**src/rtl/gcore_pkg.sv**
```systemverilog
// +--------------------------------------------------------------------------+
// | gcore_pkg : shared constants for the GCore 8-bit control path            |
// | Optional build macro: GCORE_ILLEGAL_TRAP_EN (adds the TRAP state)        |
// | Revision  : 1.0                                                          |
// +--------------------------------------------------------------------------+
`default_nettype none

package gcore_pkg;

    localparam logic [2:0] ALU_ADD = 3'b000;
    localparam logic [2:0] ALU_SUB = 3'b001;
    localparam logic [2:0] ALU_AND = 3'b010;
    localparam logic [2:0] ALU_OR  = 3'b011;
    localparam logic [2:0] ALU_XOR = 3'b100;
    localparam logic [2:0] ALU_SLT = 3'b110;
    localparam logic [2:0] ALU_BZ  = 3'b111;

    localparam logic [3:0] OP_ADD  = 4'h0;
    localparam logic [3:0] OP_SUB  = 4'h1;
    localparam logic [3:0] OP_AND  = 4'h2;
    localparam logic [3:0] OP_OR   = 4'h3;
    localparam logic [3:0] OP_XOR  = 4'h4;
    localparam logic [3:0] OP_SLT  = 4'h5;
    localparam logic [3:0] OP_ADDI = 4'h6;
    localparam logic [3:0] OP_LD   = 4'h7;
    localparam logic [3:0] OP_ST   = 4'h8;
    localparam logic [3:0] OP_BZ   = 4'h9;
    localparam logic [3:0] OP_J    = 4'hA;
    localparam logic [3:0] OP_HALT = 4'hF;

    localparam logic [1:0] PC_SRC_INC = 2'b00;
    localparam logic [1:0] PC_SRC_IMM = 2'b01;

    localparam logic [2:0] S_FETCH  = 3'd0;
    localparam logic [2:0] S_DECODE = 3'd1;
    localparam logic [2:0] S_EXEC   = 3'd2;
    localparam logic [2:0] S_MEM    = 3'd3;
    localparam logic [2:0] S_WB     = 3'd4;
    localparam logic [2:0] S_HALT   = 3'd5;
`ifdef GCORE_ILLEGAL_TRAP_EN
    localparam logic [2:0] S_TRAP   = 3'd6;
`endif

    typedef struct packed {
        logic [2:0] alu_op;
        logic       alu_src_b;
        logic       is_rtype;
        logic       is_mem;
        logic       is_branch;
        logic       is_illegal;
    } dec_t;

endpackage

`default_nettype wire

```
**src/rtl/gcore_ctrl_if.sv**
```systemverilog
// +--------------------------------------------------------------------------+
// | gcore_ctrl_if : controller <-> memory/datapath signal bundle             |
// | Optional build macro: GCORE_ILLEGAL_TRAP_EN (adds illegal)               |
// | Revision      : 1.0                                                      |
// +--------------------------------------------------------------------------+
`default_nettype none

interface gcore_ctrl_if;
    logic [15:0] instr;
    logic        mem_ready;
    logic        zero;
    logic [2:0]  alu_op;
    logic        alu_src_b;
    logic        ir_write;
    logic        pc_write;
    logic [1:0]  pc_src;
    logic        mem_read;
    logic        mem_write;
    logic        iord;
    logic        reg_write;
    logic        mem_to_reg;
    logic        halted;
    logic        fault;
`ifdef GCORE_ILLEGAL_TRAP_EN
    logic        illegal;

    modport master (
        input  instr, mem_ready, zero,
        output alu_op, alu_src_b, ir_write, pc_write, pc_src, mem_read,
               mem_write, iord, reg_write, mem_to_reg, halted, fault, illegal
    );
    modport slave (
        output instr, mem_ready, zero,
        input  alu_op, alu_src_b, ir_write, pc_write, pc_src, mem_read,
               mem_write, iord, reg_write, mem_to_reg, halted, fault, illegal
    );
`else
    modport master (
        input  instr, mem_ready, zero,
        output alu_op, alu_src_b, ir_write, pc_write, pc_src, mem_read,
               mem_write, iord, reg_write, mem_to_reg, halted, fault
    );
    modport slave (
        output instr, mem_ready, zero,
        input  alu_op, alu_src_b, ir_write, pc_write, pc_src, mem_read,
               mem_write, iord, reg_write, mem_to_reg, halted, fault
    );
`endif
endinterface

`default_nettype wire

```
**src/rtl/gcore_ctrl_decode.sv**
```systemverilog
// +--------------------------------------------------------------------------+
// | gcore_ctrl_decode : combinational opcode classifier and ALU op select    |
// | Revision          : 1.0                                                  |
// +--------------------------------------------------------------------------+
`default_nettype none

module gcore_ctrl_decode
    import gcore_pkg::*;
(
    input  logic [3:0] opcode_i,
    output dec_t       dec_o
);

    always_comb begin
        dec_o = '0;
        case (opcode_i)
            OP_ADD:  begin dec_o.alu_op = ALU_ADD; dec_o.is_rtype = 1'b1; end
            OP_SUB:  begin dec_o.alu_op = ALU_SUB; dec_o.is_rtype = 1'b1; end
            OP_AND:  begin dec_o.alu_op = ALU_AND; dec_o.is_rtype = 1'b1; end
            OP_OR:   begin dec_o.alu_op = ALU_OR;  dec_o.is_rtype = 1'b1; end
            OP_XOR:  begin dec_o.alu_op = ALU_XOR; dec_o.is_rtype = 1'b1; end
            OP_SLT:  begin dec_o.alu_op = ALU_SLT; dec_o.is_rtype = 1'b1; end
            // Address and immediate forms all add imm8 on the B input
            OP_ADDI, OP_LD, OP_ST: begin
                dec_o.alu_op    = ALU_ADD;
                dec_o.alu_src_b = 1'b1;
                dec_o.is_mem    = (opcode_i != OP_ADDI);
            end
            OP_BZ:   begin dec_o.alu_op = ALU_BZ; dec_o.is_branch = 1'b1; end
            OP_J, OP_HALT: ;
            default: dec_o.is_illegal = 1'b1;
        endcase
    end

endmodule

`default_nettype wire

```
**src/rtl/gcore_ctrl.sv**
```systemverilog
// +--------------------------------------------------------------------------+
// | gcore_ctrl : multicycle control FSM with optional memory timeout         |
// | Optional build macro: GCORE_ILLEGAL_TRAP_EN (traps undefined opcodes)    |
// | Revision   : 1.0                                                         |
// +--------------------------------------------------------------------------+
`default_nettype none

module gcore_ctrl
    import gcore_pkg::*;
#(
    parameter int unsigned MEM_TIMEOUT = 0
) (
    input  logic         clk,
    input  logic         rst_n,
    gcore_ctrl_if.master bus
);

    logic [2:0] state_q, state_d;
    logic [3:0] opcode_q, opcode_d;
    logic       fault_q, fault_d;
    logic       w_ready, w_wait, w_timeout;
    dec_t       w_dec;

    // Handshake strobes stay low while reset is held, even if memory is ready
    assign w_ready  = bus.mem_ready & rst_n;
    assign w_wait   = ((state_q == S_FETCH) || (state_q == S_MEM)) && !bus.mem_ready;
    assign opcode_d = ((state_q == S_FETCH) && w_ready) ? bus.instr[15:12] : opcode_q;
    assign fault_d  = fault_q | w_timeout;

    gcore_ctrl_decode u_decode (
        .opcode_i (opcode_q),
        .dec_o    (w_dec)
    );

    generate
        if (MEM_TIMEOUT > 0) begin : g_timeout
            localparam int CNT_W = (MEM_TIMEOUT > 1) ? $clog2(MEM_TIMEOUT) : 1;
            logic [CNT_W-1:0] cnt_q;

            always_ff @(posedge clk or negedge rst_n) begin
                if (!rst_n)                    cnt_q <= '0;
                else if (w_wait && !w_timeout) cnt_q <= cnt_q + 1'b1;
                else                           cnt_q <= '0;
            end

            assign w_timeout = w_wait && (cnt_q == CNT_W'(MEM_TIMEOUT - 1));
        end else begin : g_no_timeout
            assign w_timeout = 1'b0;
        end
    endgenerate

    always_ff @(posedge clk or negedge rst_n) begin
        if (!rst_n) begin
            state_q  <= S_FETCH;
            opcode_q <= '0;
            fault_q  <= 1'b0;
        end else begin
            state_q  <= state_d;
            opcode_q <= opcode_d;
            fault_q  <= fault_d;
        end
    end

    assign bus.fault = fault_q;

    always_comb begin
        state_d        = state_q;
        bus.alu_op     = ALU_ADD;
        bus.alu_src_b  = 1'b0;
        bus.ir_write   = 1'b0;
        bus.pc_write   = 1'b0;
        bus.pc_src     = PC_SRC_INC;
        bus.mem_read   = 1'b0;
        bus.mem_write  = 1'b0;
        bus.iord       = 1'b0;
        bus.reg_write  = 1'b0;
        bus.mem_to_reg = 1'b0;
        bus.halted     = 1'b0;
`ifdef GCORE_ILLEGAL_TRAP_EN
        bus.illegal    = 1'b0;
`endif
        case (state_q)
            S_FETCH: begin
                bus.mem_read = 1'b1;
                if (w_ready) begin
                    bus.ir_write = 1'b1;
                    bus.pc_write = 1'b1;
                    bus.pc_src   = PC_SRC_INC;
                    state_d      = S_DECODE;
                end else if (w_timeout) begin
                    state_d = S_HALT;
                end
            end
            S_DECODE: begin
                if (opcode_q == OP_HALT) begin
                    state_d = S_HALT;
                end else if (opcode_q == OP_J) begin
                    bus.pc_write = 1'b1;
                    bus.pc_src   = PC_SRC_IMM;
                    state_d      = S_FETCH;
                end else if (w_dec.is_illegal) begin
`ifdef GCORE_ILLEGAL_TRAP_EN
                    state_d = S_TRAP;
`else
                    state_d = S_FETCH;
`endif
                end else begin
                    state_d = S_EXEC;
                end
            end
            S_EXEC: begin
                bus.alu_op    = w_dec.alu_op;
                bus.alu_src_b = w_dec.alu_src_b;
                // BZ evaluates rs==0 to 1, so a zero flag of 0 means taken
                if (w_dec.is_branch) begin
                    bus.pc_write = !bus.zero;
                    bus.pc_src   = PC_SRC_IMM;
                    state_d      = S_FETCH;
                end else if (w_dec.is_mem) begin
                    state_d = S_MEM;
                end else if (w_dec.is_rtype || (opcode_q == OP_ADDI)) begin
                    state_d = S_WB;
                end else begin
                    state_d = S_FETCH;
                end
            end
            S_MEM: begin
                bus.iord      = 1'b1;
                bus.alu_src_b = 1'b1;
                bus.mem_read  = (opcode_q == OP_LD);
                bus.mem_write = (opcode_q == OP_ST);
                if (bus.mem_ready)  state_d = (opcode_q == OP_LD) ? S_WB : S_FETCH;
                else if (w_timeout) state_d = S_HALT;
            end
            S_WB: begin
                bus.reg_write  = 1'b1;
                bus.mem_to_reg = (opcode_q == OP_LD);
                bus.alu_op     = w_dec.alu_op;
                bus.alu_src_b  = w_dec.alu_src_b;
                state_d        = S_FETCH;
            end
            S_HALT: bus.halted = 1'b1;
`ifdef GCORE_ILLEGAL_TRAP_EN
            S_TRAP: begin
                bus.halted  = 1'b1;
                bus.illegal = 1'b1;
            end
`endif
            default: state_d = S_FETCH;
        endcase
    end

endmodule

`default_nettype wire
```
**src/flat_wrapper.sv**
```systemverilog
// flat-port wrapper written by rule: the top's interface ports become plain ports
module gcore_ctrl_flat import gcore_pkg::*;
#(
    parameter int unsigned MEM_TIMEOUT = 0
)
  (clk, rst_n, bus_instr, bus_mem_ready, bus_zero, bus_alu_op, bus_alu_src_b, bus_ir_write, bus_pc_write, bus_pc_src, bus_mem_read, bus_mem_write, bus_iord, bus_reg_write, bus_mem_to_reg, bus_halted, bus_fault);
  gcore_ctrl_if bus_i ();
  input  logic clk;
  input  logic rst_n;
  input wire logic [$bits(bus_i.instr)-1:0] bus_instr;
  input wire logic [$bits(bus_i.mem_ready)-1:0] bus_mem_ready;
  input wire logic [$bits(bus_i.zero)-1:0] bus_zero;
  output wire logic [$bits(bus_i.alu_op)-1:0] bus_alu_op;
  output wire logic [$bits(bus_i.alu_src_b)-1:0] bus_alu_src_b;
  output wire logic [$bits(bus_i.ir_write)-1:0] bus_ir_write;
  output wire logic [$bits(bus_i.pc_write)-1:0] bus_pc_write;
  output wire logic [$bits(bus_i.pc_src)-1:0] bus_pc_src;
  output wire logic [$bits(bus_i.mem_read)-1:0] bus_mem_read;
  output wire logic [$bits(bus_i.mem_write)-1:0] bus_mem_write;
  output wire logic [$bits(bus_i.iord)-1:0] bus_iord;
  output wire logic [$bits(bus_i.reg_write)-1:0] bus_reg_write;
  output wire logic [$bits(bus_i.mem_to_reg)-1:0] bus_mem_to_reg;
  output wire logic [$bits(bus_i.halted)-1:0] bus_halted;
  output wire logic [$bits(bus_i.fault)-1:0] bus_fault;
  assign bus_i.instr = bus_instr;
  assign bus_i.mem_ready = bus_mem_ready;
  assign bus_i.zero = bus_zero;
  assign bus_alu_op = bus_i.alu_op;
  assign bus_alu_src_b = bus_i.alu_src_b;
  assign bus_ir_write = bus_i.ir_write;
  assign bus_pc_write = bus_i.pc_write;
  assign bus_pc_src = bus_i.pc_src;
  assign bus_mem_read = bus_i.mem_read;
  assign bus_mem_write = bus_i.mem_write;
  assign bus_iord = bus_i.iord;
  assign bus_reg_write = bus_i.reg_write;
  assign bus_mem_to_reg = bus_i.mem_to_reg;
  assign bus_halted = bus_i.halted;
  assign bus_fault = bus_i.fault;
  gcore_ctrl #(.MEM_TIMEOUT(MEM_TIMEOUT)) u_core (.clk(clk), .rst_n(rst_n), .bus(bus_i));
endmodule
```
**config.mk**
```make
export PLATFORM = sky130hd
export DESIGN_NAME = gcore_ctrl_flat
export DESIGN_NICKNAME = d
export VERILOG_FILES = /design/src/rtl/gcore_pkg.sv /design/src/rtl/gcore_ctrl_if.sv /design/src/rtl/gcore_ctrl_decode.sv /design/src/rtl/gcore_ctrl.sv /design/src/flat_wrapper.sv
export SDC_FILE = /design/constraint.sdc
export NUM_CORES = 1
export LEC_CHECK = 0
export BUFFER_PORTS_ARGS = -buffer_cell sky130_fd_sc_hd__buf_2
export CAP_MARGIN = 40
export CORE_MARGIN = 8
export CORE_UTILIZATION = 43
export CTS_CLUSTER_DIAMETER = 200
export DETAILED_ROUTE_END_ITERATION = 8
export PLACE_DENSITY = 0.79
export RECOVER_POWER = 25
export SYNTH_ARGS = -nofsm -noshare
export SYNTH_HDL_FRONTEND = slang
export SYNTH_SLANG_ARGS = --single-unit
```
**constraint.sdc**
```tcl
create_clock -name clk -period 1.7 [get_ports clk]
set_input_delay 0.085 -clock clk [delete_from_list [all_inputs] [get_ports clk]]
set_output_delay 0.085 -clock clk [all_outputs]
set_load 0.05 [all_outputs]
```
==> results list, run 1 <==
* TritonCTS clock tree: yes
- In the global route stage, overall resource usage came out at 0.128.
* CTS buffer count: 3
- Layout cells sized above 1: 0.574
* Remaining routing DRC violations: 0
- Number of failing hold endpoints at the final stage: 0
- The cell area that synthesis handed to floorplanning was 638 um^2.
- Vias in the first global route: 684
* Width of the die: 54.5 um
- Routed via count divided by cell count: 5.59
- Post-Syn Instances: 74
* Compound-cell area share of the yosys netlist: 0.210
- Total number of clock tree sinks: 7
- The most used flip-flop cell after synthesis is sky130_fd_sc_hd__dfrtp_1.
* Post-Syn Area per Cell: 8.62 um^2
- Worst min-delay path class: input port to flop
- Filler cell count in the final layout: 130
- Clock skew on the completed layout was measured at 0.00221 ns.
* F_max: 0.600 GHz
* Core footprint: 0.00145 mm^2
* Crit path arrival time: 1.58 ns
* Number of cells in the finished layout apart from fillers: 117
- Setup Buffers After CTS: 0
- Run status: finished, final reports clean
* Portion of the post-synthesis area used by sequential elements: 0.275
- During I/O placement, the number of pins put on the boundary was 35.
- Period minus WS final: 1.67 ns
- Number of flops mapped to enable cells by yosys: 0
- Sorting the synthesized cells by area gives the leading types as sky130_fd_sc_hd__dfrtp_1 (27%), sky130_fd_sc_hd__mux2_2 (7.1%), sky130_fd_sc_hd__buf_2 (3.9%), sky130_fd_sc_hd__nand2b_1 (3.9%), sky130_fd_sc_hd__nand3b_1 (3.5%).
- RD Place Congestion: 0.855
- The worst setup path is of the flop to output port kind.
- Standby leakage power: 0.000446 uW
* Kind of start point of the critical path: flop
- The net count of the finished layout is 122.
- The routed layout has 654 vias.
- The design draws 2170 uW.
* Number of standard-cell rows in the floorplan: 14
* Cell taking the most area after synthesis: sky130_fd_sc_hd__dfrtp_1
- Antenna violation net count after detailed routing: 0
- The total overflow left after global routing is 0.
- Of all nets on the critical path, the largest fanout is 4.
* Drt first-iter violations: 15
- Final hold slack: 0.0591 ns
- From bottom edge to top edge, the die measures 54.5 um.
* Wire length per cell after detailed routing: 15.3 um
* CP Capture Type: output port
- # port buffers: 20
- Instance count after placement with tap cells included: 112
* Clock slew at reported path FFs: 0.05 ns
- Number of antenna violations at the first check in global routing: 0
- Dividing the final minimum period by the clock period gives 0.981.
- Area added between synthesis and finish: 55.3%
- Setup Viol. Count Final: 0
- During synthesis, Yosys emitted a total of 0 warnings.
* Largest family of logic cells by synthesized area: simple AND/OR/NAND/NOR gates
- Placement Setup Slack: 0.152 ns
- Fraction of synthesized cell area in xor and xnor cells: 0.0137
- Most used standard cell by instance count after synthesis: sky130_fd_sc_hd__dfrtp_1
* Share of flip-flops with an asynchronous set or reset: 1.00
* Effective utilization at floorplan: 0.439
* Area share of the largest cell type after synthesis: 0.275
* Root cell of the clock tree: sky130_fd_sc_hd__clkbuf_4
- Flops & latches, synth: 7
* Multiplexer share of the synthesized area: 0.0863
- The first global-routing pass estimated 2870 um of wire.
- Post-synthesis adder-cell area fraction: 0
- The number of pins with negative max-slew slack in the final report came to 0.
- Setup repair after global routing missed its margin: yes
* Share of synthesized cell area in and, or, nand and nor gates: 0.318
* H-tree levels: 1
- Least setup slack across all paths after layout: 0.0328 ns
- Length of the first detailed-routing pass in iterations: 4
- Insertion delay to the later sink of the worst-skew pair: 0.25 ns
* Post-synthesis cell type count: 36
- The tool flagged a number of max-cap violations equal to 0.
- The routed design has 1790 um of wire.
* DP HPWL: 1380 um
* Worst VDD drop: 1.16 mV
- Power density relative to cell area: 2190 mW/mm^2
- Largest net degree at the start of global routing: 15
- By count the netlist is led by sky130_fd_sc_hd__dfrtp_1 (7), sky130_fd_sc_hd__buf_2 (5).
- The number of antenna diodes in the final layout is 0.
* Buffers from clock root to sink, at most: 2
* Data required time of the critical path: 1.62 ns
- The floorplan step defined a die boundary enclosing 0.00297 mm^2.
==> cells in the final DEF, fill, tap and decap left out, types with 4 or more instances in the layout <==
| master | n |
|---|---|
| sky130_fd_sc_hd__clkbuf_4 | 4 |
| sky130_fd_sc_hd__mux2_4 | 4 |
| sky130_fd_sc_hd__buf_6 | 8 |
| sky130_fd_sc_hd__buf_4 | 10 |
| sky130_fd_sc_hd__nor2_1 | 4 |
| sky130_fd_sc_hd__buf_2 | 11 |
| sky130_fd_sc_hd__dfrtp_1 | 4 |
==> final cells by class <==
class                      count  area, um^2  share of cell area
sequential                     7         179               0.181
multi-input combinational     56         517               0.521
clock buffer                   4        26.3              0.0265
timing repair buffer          31         238               0.240
inverter                       3        11.3              0.0114
tap                           16        20.0              0.0202
==> through the flow <==
step	TNS, ns	util	cell area (um^2)
5_1_grt	-0.0644	0.682	991
3_5_place_dp	0	0.583	848
6_report	0	0.682	991
3_3_place_gp	0	0.583	848
4_1_cts	0	0.633	920
2_1_floorplan	-0.0612	-	701
==> logic make-up after synthesis <==
| family | count (synthesis) |
|---|---|
| xor gates and xnor gates | 1 |
| DFF | 7 |
| muxes | 5 |
| and+or+nand+nor | 30 |
| other | 1 |
| buffers and inverters | 12 |
| AOI/OAI and AO/OA | 18 |
==> worst max-delay path, cell delays in order, from the launching register on <==
cell                       delay [ns]
sky130_fd_sc_hd__dfrtp_2         0.44
sky130_fd_sc_hd__xor2_1          0.21
sky130_fd_sc_hd__nand2b_1        0.14
sky130_fd_sc_hd__buf_4           0.18
sky130_fd_sc_hd__a21oi_2         0.09
sky130_fd_sc_hd__buf_2           0.27
==> power breakdown <==
group	internal, uW	leakage, uW	switching [uW]
clock	89.5	0.0000150	60.6
sequential	257	0.0000828	101
combinational	707	0.000348	953
total	1050	0.000446	1110
==> routing by layer <==
metal,global-route usage,part of all wire
met1,0.144,0.41
met2,0.219,0.50
met3,0.0380,0.088
met4,0.0574,0.0095
met5,0,0
==> flip-flops by register name (all words and copies together) (netlist names) <==
| name | cells |
|---|---|
| u_core.opcode_q | 4 |
| u_core.state_q | 3 |
==> worst paths after layout <==
path | startpoint | to | slack [ns] | cells after the start
max | u_core.state_q[2]$_DFFE_PN0P_ | bus_alu_op[1] | 0.03 | 5
min | bus_instr[14] | u_core.opcode_q[2]$_DFFE_PN0P_ | 0.06 | 2
max reg2reg | u_core.state_q[0]$_DFFE_PN0P_ | u_core.opcode_q[0]$_DFFE_PN0P_ | 0.21 | 4
min reg2reg | u_core.opcode_q[3]$_DFFE_PN0P_ | u_core.opcode_q[3]$_DFFE_PN0P_ | 0.57 | 1
max in group asynchronous | rst_n | u_core.state_q[2]$_DFFE_PN0P_ | 1.35 | 2
min in group asynchronous | rst_n | u_core.opcode_q[2]$_DFFE_PN0P_ | 0.20 | 2
==> what timing repair did <==
item	4_1_cts	5_1_grt
pin swaps	0	4
endpoints found under the setup margin	8	9
hold endpoints to repair	7	0
hold buffers	1	0
gates resized for setup	12	17
No activity file was read; power rests on OpenSTA's default activity.
==> run 2, diff against run 1 <==
==> constraint.sdc (replaced) <==
create_clock -name clk -period 1.7 [get_ports clk]
set_input_delay 0.17 -clock clk [delete_from_list [all_inputs] [get_ports clk]]
set_output_delay 0.17 -clock clk [all_outputs]
set_load 0.05 [all_outputs]
==> results list, run 2 (synthesized netlist as in run 1, its figures left out) <==
- The run finished with clean final reports.
* Final core utilization: 0.797 (+0.115)
* Register with the highest flop count: u_core.opcode_q
- TritonCTS clock tree: yes
- The number of nets in the layout came to 133 (+9.0%).
- The standby leakage power came to 0.000526 uW (+18%).
- Power density relative to cell area: 2230 mW/mm^2 (+1.8%)
* Final period util: 1.00 (+0.0191)
* Die footprint: 0.00297 mm^2 (unchanged)
- The sum of buffers and inverters on the critical path came to 1 (-1).
- The worst setup slack after layout came to 0.000308 ns (-0.0325 ns).
- The average detailed-routed wire length per instance is 15.3 um (-0.23%).
- Flip-flop count of the largest register after layout: 4 (unchanged)
* Number of standard-cell rows in the floorplan: 14 (unchanged)
- Area added between synthesis and finish: 81.6%
* Instance count after placement with tap cells included: 113 (+0.89%)
- Final hold slack: 0.154 ns (+0.0950 ns)
* Die height: 54.5 um (unchanged)
* Number of antenna violations at the first check in global routing: 0 (unchanged)
* Insertion delay to the later sink of the worst-skew pair: 0.24 ns (about the same)
* Number of cells in the finished layout apart from fillers: 128 (+9.4%)
* Crit path cell chain: or4b_4 > nor3_4 > buf_6
- Biggest registers after layout: u_core.opcode_q: 4 flops, u_core.state_q: 3 flops
* Placement Setup Slack: 0.0732 ns (-0.0784 ns)
* FF-to-FF setup slack: 0.19 ns (-0.02 ns)
- Global-route wire length before repair: 3060 um (+6.5%)
- Setup Viol. Count Final: 0 (unchanged)
* I/O pin cnt: 35 (unchanged)
- Data required time of the critical path: 1.53 ns (-0.09 ns)
- STA classifies the critical path endpoint as an output port.
* CTS buffer count: 3 (unchanged)
* Antenna diode count: 0 (unchanged)
- Buffers from clock root to sink, at most: 2 (unchanged)
- The last weighted congestion value of the routability-driven placer came to 0.828 (-3.1%).
- Overflow left after global routing: 0 (unchanged)
- Leading cell type in the layout, fill and taps excluded: sky130_fd_sc_hd__buf_4
- The kind of cell with the highest combined delay along the critical path is simple AND/OR/NAND/NOR gates.
* Kind of start point of the critical path: flop
* Effective utilization at floorplan: 0.439 (unchanged)
- CTS placed an instance of sky130_fd_sc_hd__clkbuf_4 at the clock tree root.
- Layout cells sized above 1: 0.625 (+0.0507)
- CP peak stage delay: 0.58 ns (+0.14 ns)
- The worst setup path is of the flop to output port kind.
- Total detailed-routing wirelength: 1960 um (+9.2%)
- Width of the die: 54.5 um (unchanged)
* Crit path arrival time: 1.53 ns (-0.05 ns)
- Remaining routing DRC violations: 0 (unchanged)
* Total number of clock tree sinks: 7 (unchanged)
* H-tree levels: 1 (unchanged)
- Vias in the first global route: 716 (+4.7%)
- The top cell types in the final layout, fill and taps aside, are sky130_fd_sc_hd__buf_4 (17), sky130_fd_sc_hd__buf_6 (10), sky130_fd_sc_hd__buf_2 (9), sky130_fd_sc_hd__dfrtp_1 (5).
- Slowest stage cell, crit path: sky130_fd_sc_hd__or4b_4
- The overall track demand over capacity in global routing came to 0.137 (+0.00875).
- The tightest min-delay check is of the input port to flop type.
- Final count of pins violating max slew: 0 (unchanged)
- Number of violations of the max-capacitance limit: 0 (unchanged)
- Final Total Pwr: 2580 uW (+19%)
* Period minus WS final: 1.70 ns (+0.0325 ns)
- The quantity of I/O buffers inserted on ports came to 20 (unchanged).
* Largest fanout on the critical path: 2 (-2)
* F_max: 0.588 GHz (-1.9%)
- The final-report hold violation count was 0 (unchanged).
- Antenna violation net count after detailed routing: 0 (unchanged)
* Setup repair after global routing missed its margin: yes
- The largest net degree at the start of global routing was 15 (unchanged).
* Core footprint: 0.00145 mm^2 (unchanged)
* Routed via count divided by cell count: 5.56 (-0.49%)
- Final clock skew: 0.000889 ns (-0.00132 ns)
- DP HPWL: 1310 um (-5.1%)
- Total number of vias: 712 (+8.9%)
* Drt first-iter violations: 12 (-3)
* Worst VDD drop: 1.31 mV (+13%)
- The clock slew at the register clock pins of the worst setup and hold paths was 0.05 ns (about the same).
- Length of the first detailed-routing pass in iterations: 4 (unchanged)
-- run 2: cell types whose count changed in the layout (fill, tap and decap cells not counted), moves of 2 or more --
cell and delta:
sky130_fd_sc_hd__buf_8 +2, sky130_fd_sc_hd__buf_12 +2, sky130_fd_sc_hd__buf_2 -2, sky130_fd_sc_hd__buf_4 +7, sky130_fd_sc_hd__buf_6 +2
-- run 2: power breakdown --
part | internal [uW] | switching (uW)
combinational | 1020 | 1070
clock | 89.2 | 56.0
sequential | 255 | 87.5
-- run 2: metal layers --
metal / wire (um) / GRT usage
met5: 0 / 0
met4: 0 / 0.0533
met1: 768 / 0.160
met2: 1020 / 0.231
met3: 171 / 0.0408
-- run 2: per-stage QoR --
stage / setup TNS (ns) / instance area (um^2)
after detailed placement: 0 / 872
final: 0 / 1160
after floorplan: -0.238 / 704
after CTS: -0.0271 / 996
after global placement: 0 / 872
after global routing: -0.263 / 1160
-- run 2: final timing paths --
path | to | cells after the start | start
min | u_core.opcode_q[3]$_DFFE_PN0P_ | 2 | bus_instr[15]
max | bus_mem_write | 3 | u_core.opcode_q[1]$_DFFE_PN0P_
min reg2reg | u_core.state_q[1]$_DFFE_PN0P_ | 2 | u_core.state_q[2]$_DFFE_PN0P_
min in group asynchronous | u_core.opcode_q[3]$_DFFE_PN0P_ | 2 | rst_n
max in group asynchronous | u_core.state_q[1]$_DFFE_PN0P_ | 2 | rst_n
max reg2reg | u_core.opcode_q[0]$_DFFE_PN0P_ | 4 | u_core.state_q[0]$_DFFE_PN0P_
-- run 2: area by class of cell --
| class | count | area (um^2) |
|---|---|---|
| multi-input combinational | 56 | 554 |
| timing repair buffer | 42 | 369 |
| fill | 107 | 295 |
| sequential | 7 | 178 |
| clock buffer | 4 | 26.3 |
| tap | 16 | 20.0 |
| inverter | 3 | 11.3 |
-- run 2: timing repair --
item,in CTS,in global routing
hold endpoints to repair,7,0
resized for setup,21,19
setup buffers,3,7
setup endpoints to repair,9,10
hold buffers,1,0
pin swaps,4,7
cloned,0,0
==> run 3, diff against run 2 <==
Settings changed: ABC_AREA from default to 1, CORE_UTILIZATION 43 to 42, PLACE_DENSITY 0.79 to 0.78.
==> results list, run 3 <==
* Run status: finished, final reports clean
* Number of antenna violations at the first check in global routing: 0 (unchanged)
- Buffers & Inverters on Critical Path: 2 (+1)
* Total detailed-routing wirelength: 1550 um (-21%)
* Switching power summed over all nets: 924 uW (-24%)
- The maximum level of the CTS H-tree came to 1 (unchanged).
* Post-Syn Instances: 98 (+32%)
* Setup repair after global routing missed its margin: yes
- The synthesized area came to 604 um^2 (-5.3%).
- The multi-input logic area was 343 um^2 (-38%).
* Part of the power in combinational logic: 0.657 (-0.154)
- The die area was 0.00291 mm^2 (-2.2%).
- Post-synthesis cell type count: 20 (-44%)
* Number of flops mapped to enable cells by yosys: 0 (unchanged)
- The met2 usage in global routing was 0.187 (-0.0437).
- Wire length per cell after detailed routing: 11.4 um (-25%)
- The count of boundary I/O pins came to 35 (unchanged).
- DP HPWL: 1260 um (-3.5%)
- Effective utilization at floorplan: 0.459 (+0.0198)
- The async set or reset register ratio after synthesis is 1.00 (unchanged).
* F_max: 0.613 GHz (+4.2%)
- Setup TNS: 0 ns (unchanged)
- The total of fill cells in the finished design was 127 (+19%).
* Antenna violation net count after detailed routing: 0 (unchanged)
* Vias in the first global route: 620 (-13%)
- The met3 capacity usage during global routing is 0.0386 (-0.00219).
* Leading cell type in the layout, fill and taps excluded: sky130_fd_sc_hd__nand2_1
* # port buffers: 20 (unchanged)
* Most common library cells after synthesis: sky130_fd_sc_hd__nand2_1 (31), sky130_fd_sc_hd__nor2_1 (12), sky130_fd_sc_hd__inv_1 (11)
* Register with the highest flop count: u_core.opcode_q
- CP peak stage delay: 0.44 ns (-0.14 ns)
- Global-route wire length before repair: 2540 um (-17%)
- The total of flip-flops plus latches after synthesis is 7 (unchanged).
- Length of the first detailed-routing pass in iterations: 4 (unchanged)
* Number of cells in the finished layout apart from fillers: 136 (+6.3%)
* Final clock skew: 0.0103 ns (+0.00944 ns)
- In this run the clock root is driven by a sky130_fd_sc_hd__clkbuf_4.
- The overall power came to 1550 uW (-40%).
- Crit path cell chain: nor2_2 > nand2_1 > nand2_2 > inv_1 > a21oi_1 > buf_4
- Aggregate global-route resource usage: 0.115 (-0.0227)
- The proportion of layout cells with a drive suffix above 1 came to 0.372 (-0.253).
- The largest net degree at the start of global routing came to 10 (-5).
- The most common cell in the synthesized netlist is sky130_fd_sc_hd__nand2_1.
- The post-synthesis area per instance is 6.17 um^2 (-28%).
- The library cells used most frequently in the layout, excluding fill and tap cells, are sky130_fd_sc_hd__nand2_1 (30), sky130_fd_sc_hd__buf_2 (12), sky130_fd_sc_hd__inv_1 (11), sky130_fd_sc_hd__nor2_1 (8).
* Final count of pins violating max slew: 0 (unchanged)
- TritonCTS built the clock tree.
- The count of yosys warnings during synthesis is 0 (unchanged).
- The met1 track utilization from global routing came to 0.137 (-0.0224).
- The detailed router's first-iteration violation count came to 26 (+14).
* Total number of vias: 677 (-4.9%)
- The clock latency on the worst-skew pair was 0.26 ns (+0.02 ns).
- The number of failing setup endpoints in the final timing report came to 0 (unchanged).
- Period minus WS final: 1.63 ns (-0.0689 ns)
* Core footprint: 0.00132 mm^2 (-9.4%)
- The arrival time reported for the critical path endpoint was 1.46 ns (-0.07 ns).
- The overflow left after global routing is 0 (unchanged).
- The clock buffer count from CTS is 3 (unchanged).
- The area fraction of the dominant cell type after synthesis came to 0.290 (+0.0153).
* Kind of start point of the critical path: flop
- The sequential share of power was 0.241 (+0.108).
- Ranked by total cell area, the synthesized netlist is headed by sky130_fd_sc_hd__dfrtp_1 (29%), sky130_fd_sc_hd__nand2_1 (19%), sky130_fd_sc_hd__nor2_1 (7.5%), sky130_fd_sc_hd__inv_1 (6.8%), sky130_fd_sc_hd__nand3_1 (5.0%).
- The critical path in this run is classified as flop to output port.
- The max-cap violation count is 0 (unchanged).
* Routed via count divided by cell count: 4.98 (-11%)
- Number of failing hold endpoints at the final stage: 0 (unchanged)
- Total number of clock tree sinks: 7 (unchanged)
- The number of nets in the layout is 142 (+6.8%).
- Worst VDD drop: 1.18 mV (-10%)
- CP Capture Type: output port
- From synthesis to final layout, the design area changed by 29.0%.
* Largest fanout on the critical path: 5 (+3)
* Power density relative to cell area: 1990 mW/mm^2 (-10%)
* Register area: 178 um^2 (unchanged)
- Remaining routing DRC violations: 0 (unchanged)
* Flip-flop count of the largest register after layout: 4 (unchanged)
* Instance count after placement with tap cells included: 131 (+16%)
* Final period util: 0.959 (-0.0405)
- The standby leakage power came to 0.000464 uW (-12%).
- The number of standard-cell rows in the floorplan was 13 (-1).
- Top flip-flop cell by instance count after synthesis: sky130_fd_sc_hd__dfrtp_1
- The sequential fraction of the synthesis area came to 0.290 (+0.0153).
- The maximum root-to-sink buffer count came to 2 (unchanged).
- Data required time of the critical path: 1.53 ns (about the same)
* Biggest registers after layout: u_core.opcode_q: 4 flops, u_core.state_q: 3 flops
- Cell taking the most area after synthesis: sky130_fd_sc_hd__dfrtp_1
* Cell internal pwr: 631 uW (-54%)
* Switching power share of the total: 0.594 (+0.122)
* Width of the die: 53.9 um (-1.1%)
- Placement Setup Slack: 0.230 ns (+0.156 ns)
* Worst min-delay path class: input port to flop
* Setup Buffers After CTS: 0 (-3)
- The last weighted congestion value of the routability-driven placer came to 0.863 (+4.2%).
* Clock slew at reported path FFs: 0.07 ns (+0.02 ns)
* Proportion of power drawn by the clock network: 0.103 (+0.047)
- On the critical path, the stage with the largest delay is an instance of sky130_fd_sc_hd__dfrtp_2.
* Die height: 53.9 um (-1.1%)
- The number of inserted diodes is 0 (unchanged).
- Grt peak-use layer: met2
- Among cell families on the critical path, the largest total delay comes from flip-flops.
- Least setup slack across all paths after layout: 0.0692 ns (+0.0689 ns)
## run 3: cell count changes after synthesis, moves of 5 or more
cell	before	now
sky130_fd_sc_hd__nand2_1	3	31
sky130_fd_sc_hd__inv_1	3	11
sky130_fd_sc_hd__nor2_1	4	12
sky130_fd_sc_hd__buf_2	5	0
sky130_fd_sc_hd__inv_2	0	5
## run 3: through the flow
step	hold slack [ns]	utilization	area (um^2)
2_1_floorplan	-0.126	-	608
3_3_place_gp	0.0147	0.532	701
3_5_place_dp	0.0205	0.532	701
4_1_cts	0.124	0.570	751
5_1_grt	0.151	0.592	779
6_report	0.121	0.592	779
## run 3: cell type report
class | instances | share of cell area
Sequential cell | 7 | 0.228
Inverter | 17 | 0.0915
Multi-Input combinational cell | 71 | 0.440
Tap cell | 15 | 0.0241
Timing Repair Buffer | 22 | 0.181
Clock inverter | 1 | 0.00642
Clock buffer | 3 | 0.0289
## run 3: worst min-delay path, cell delays in order
cell and delay, ns:
sky130_fd_sc_hd__buf_2 0.07, sky130_fd_sc_hd__nand2_1 0.04, sky130_fd_sc_hd__o21ai_1 0.06
## run 3: path summary, 6_finish.rpt
check | start | end | slack, ns | cells past startpoint
max | u_core.state_q[1]$_DFFE_PN0P_ | bus_alu_op[2] | 0.07 | 6
max reg2reg | u_core.state_q[2]$_DFFE_PN0P_ | u_core.state_q[0]$_DFFE_PN0P_ | 0.57 | 8
min in group asynchronous | rst_n | u_core.opcode_q[0]$_DFFE_PN0P_ | 0.28 | 2
max in group asynchronous | rst_n | u_core.state_q[1]$_DFFE_PN0P_ | 1.28 | 2
min reg2reg | u_core.opcode_q[2]$_DFFE_PN0P_ | u_core.opcode_q[2]$_DFFE_PN0P_ | 0.63 | 2
min | bus_instr[12] | u_core.opcode_q[0]$_DFFE_PN0P_ | 0.12 | 3
## run 3: metal layers
metal	part of all wire	vias to the layer above	wire length [um]
met5	0	-	0
met4	0.014	0	21
met3	0.077	4	119
met2	0.49	21	763
met1	0.42	306	649
li1	-	346	-
## run 3: logic make-up (layout without fill, tap and decap cells)
group | Yosys count | count (layout) | share of synthesized area
other cells | 1 | 2 | 0.00621
simple gates | 58 | 58 | 0.424
flops | 7 | 7 | 0.290
compound gates | 11 | 11 | 0.110
buf+inv | 21 | 43 | 0.170
## run 3: what timing repair did
action                                 4_1_cts  5_1_grt
hold buffers                                 1        0
gates resized for setup                      5       12
endpoints found under the hold margin        7        0
pin swaps                                    0        0
setup endpoints to repair                    5        7
## run 3: power groups by stage
stage / sequential [uW] / combinational [uW] / clock [uW]
floorplan: 312 / 830 / 0
global placement: 348 / 948 / 0
detailed placement: 357 / 963 / 0
CTS: 354 / 986 / 159
global route: 385 / 1130 / 175
finish: 374 / 1020 / 160
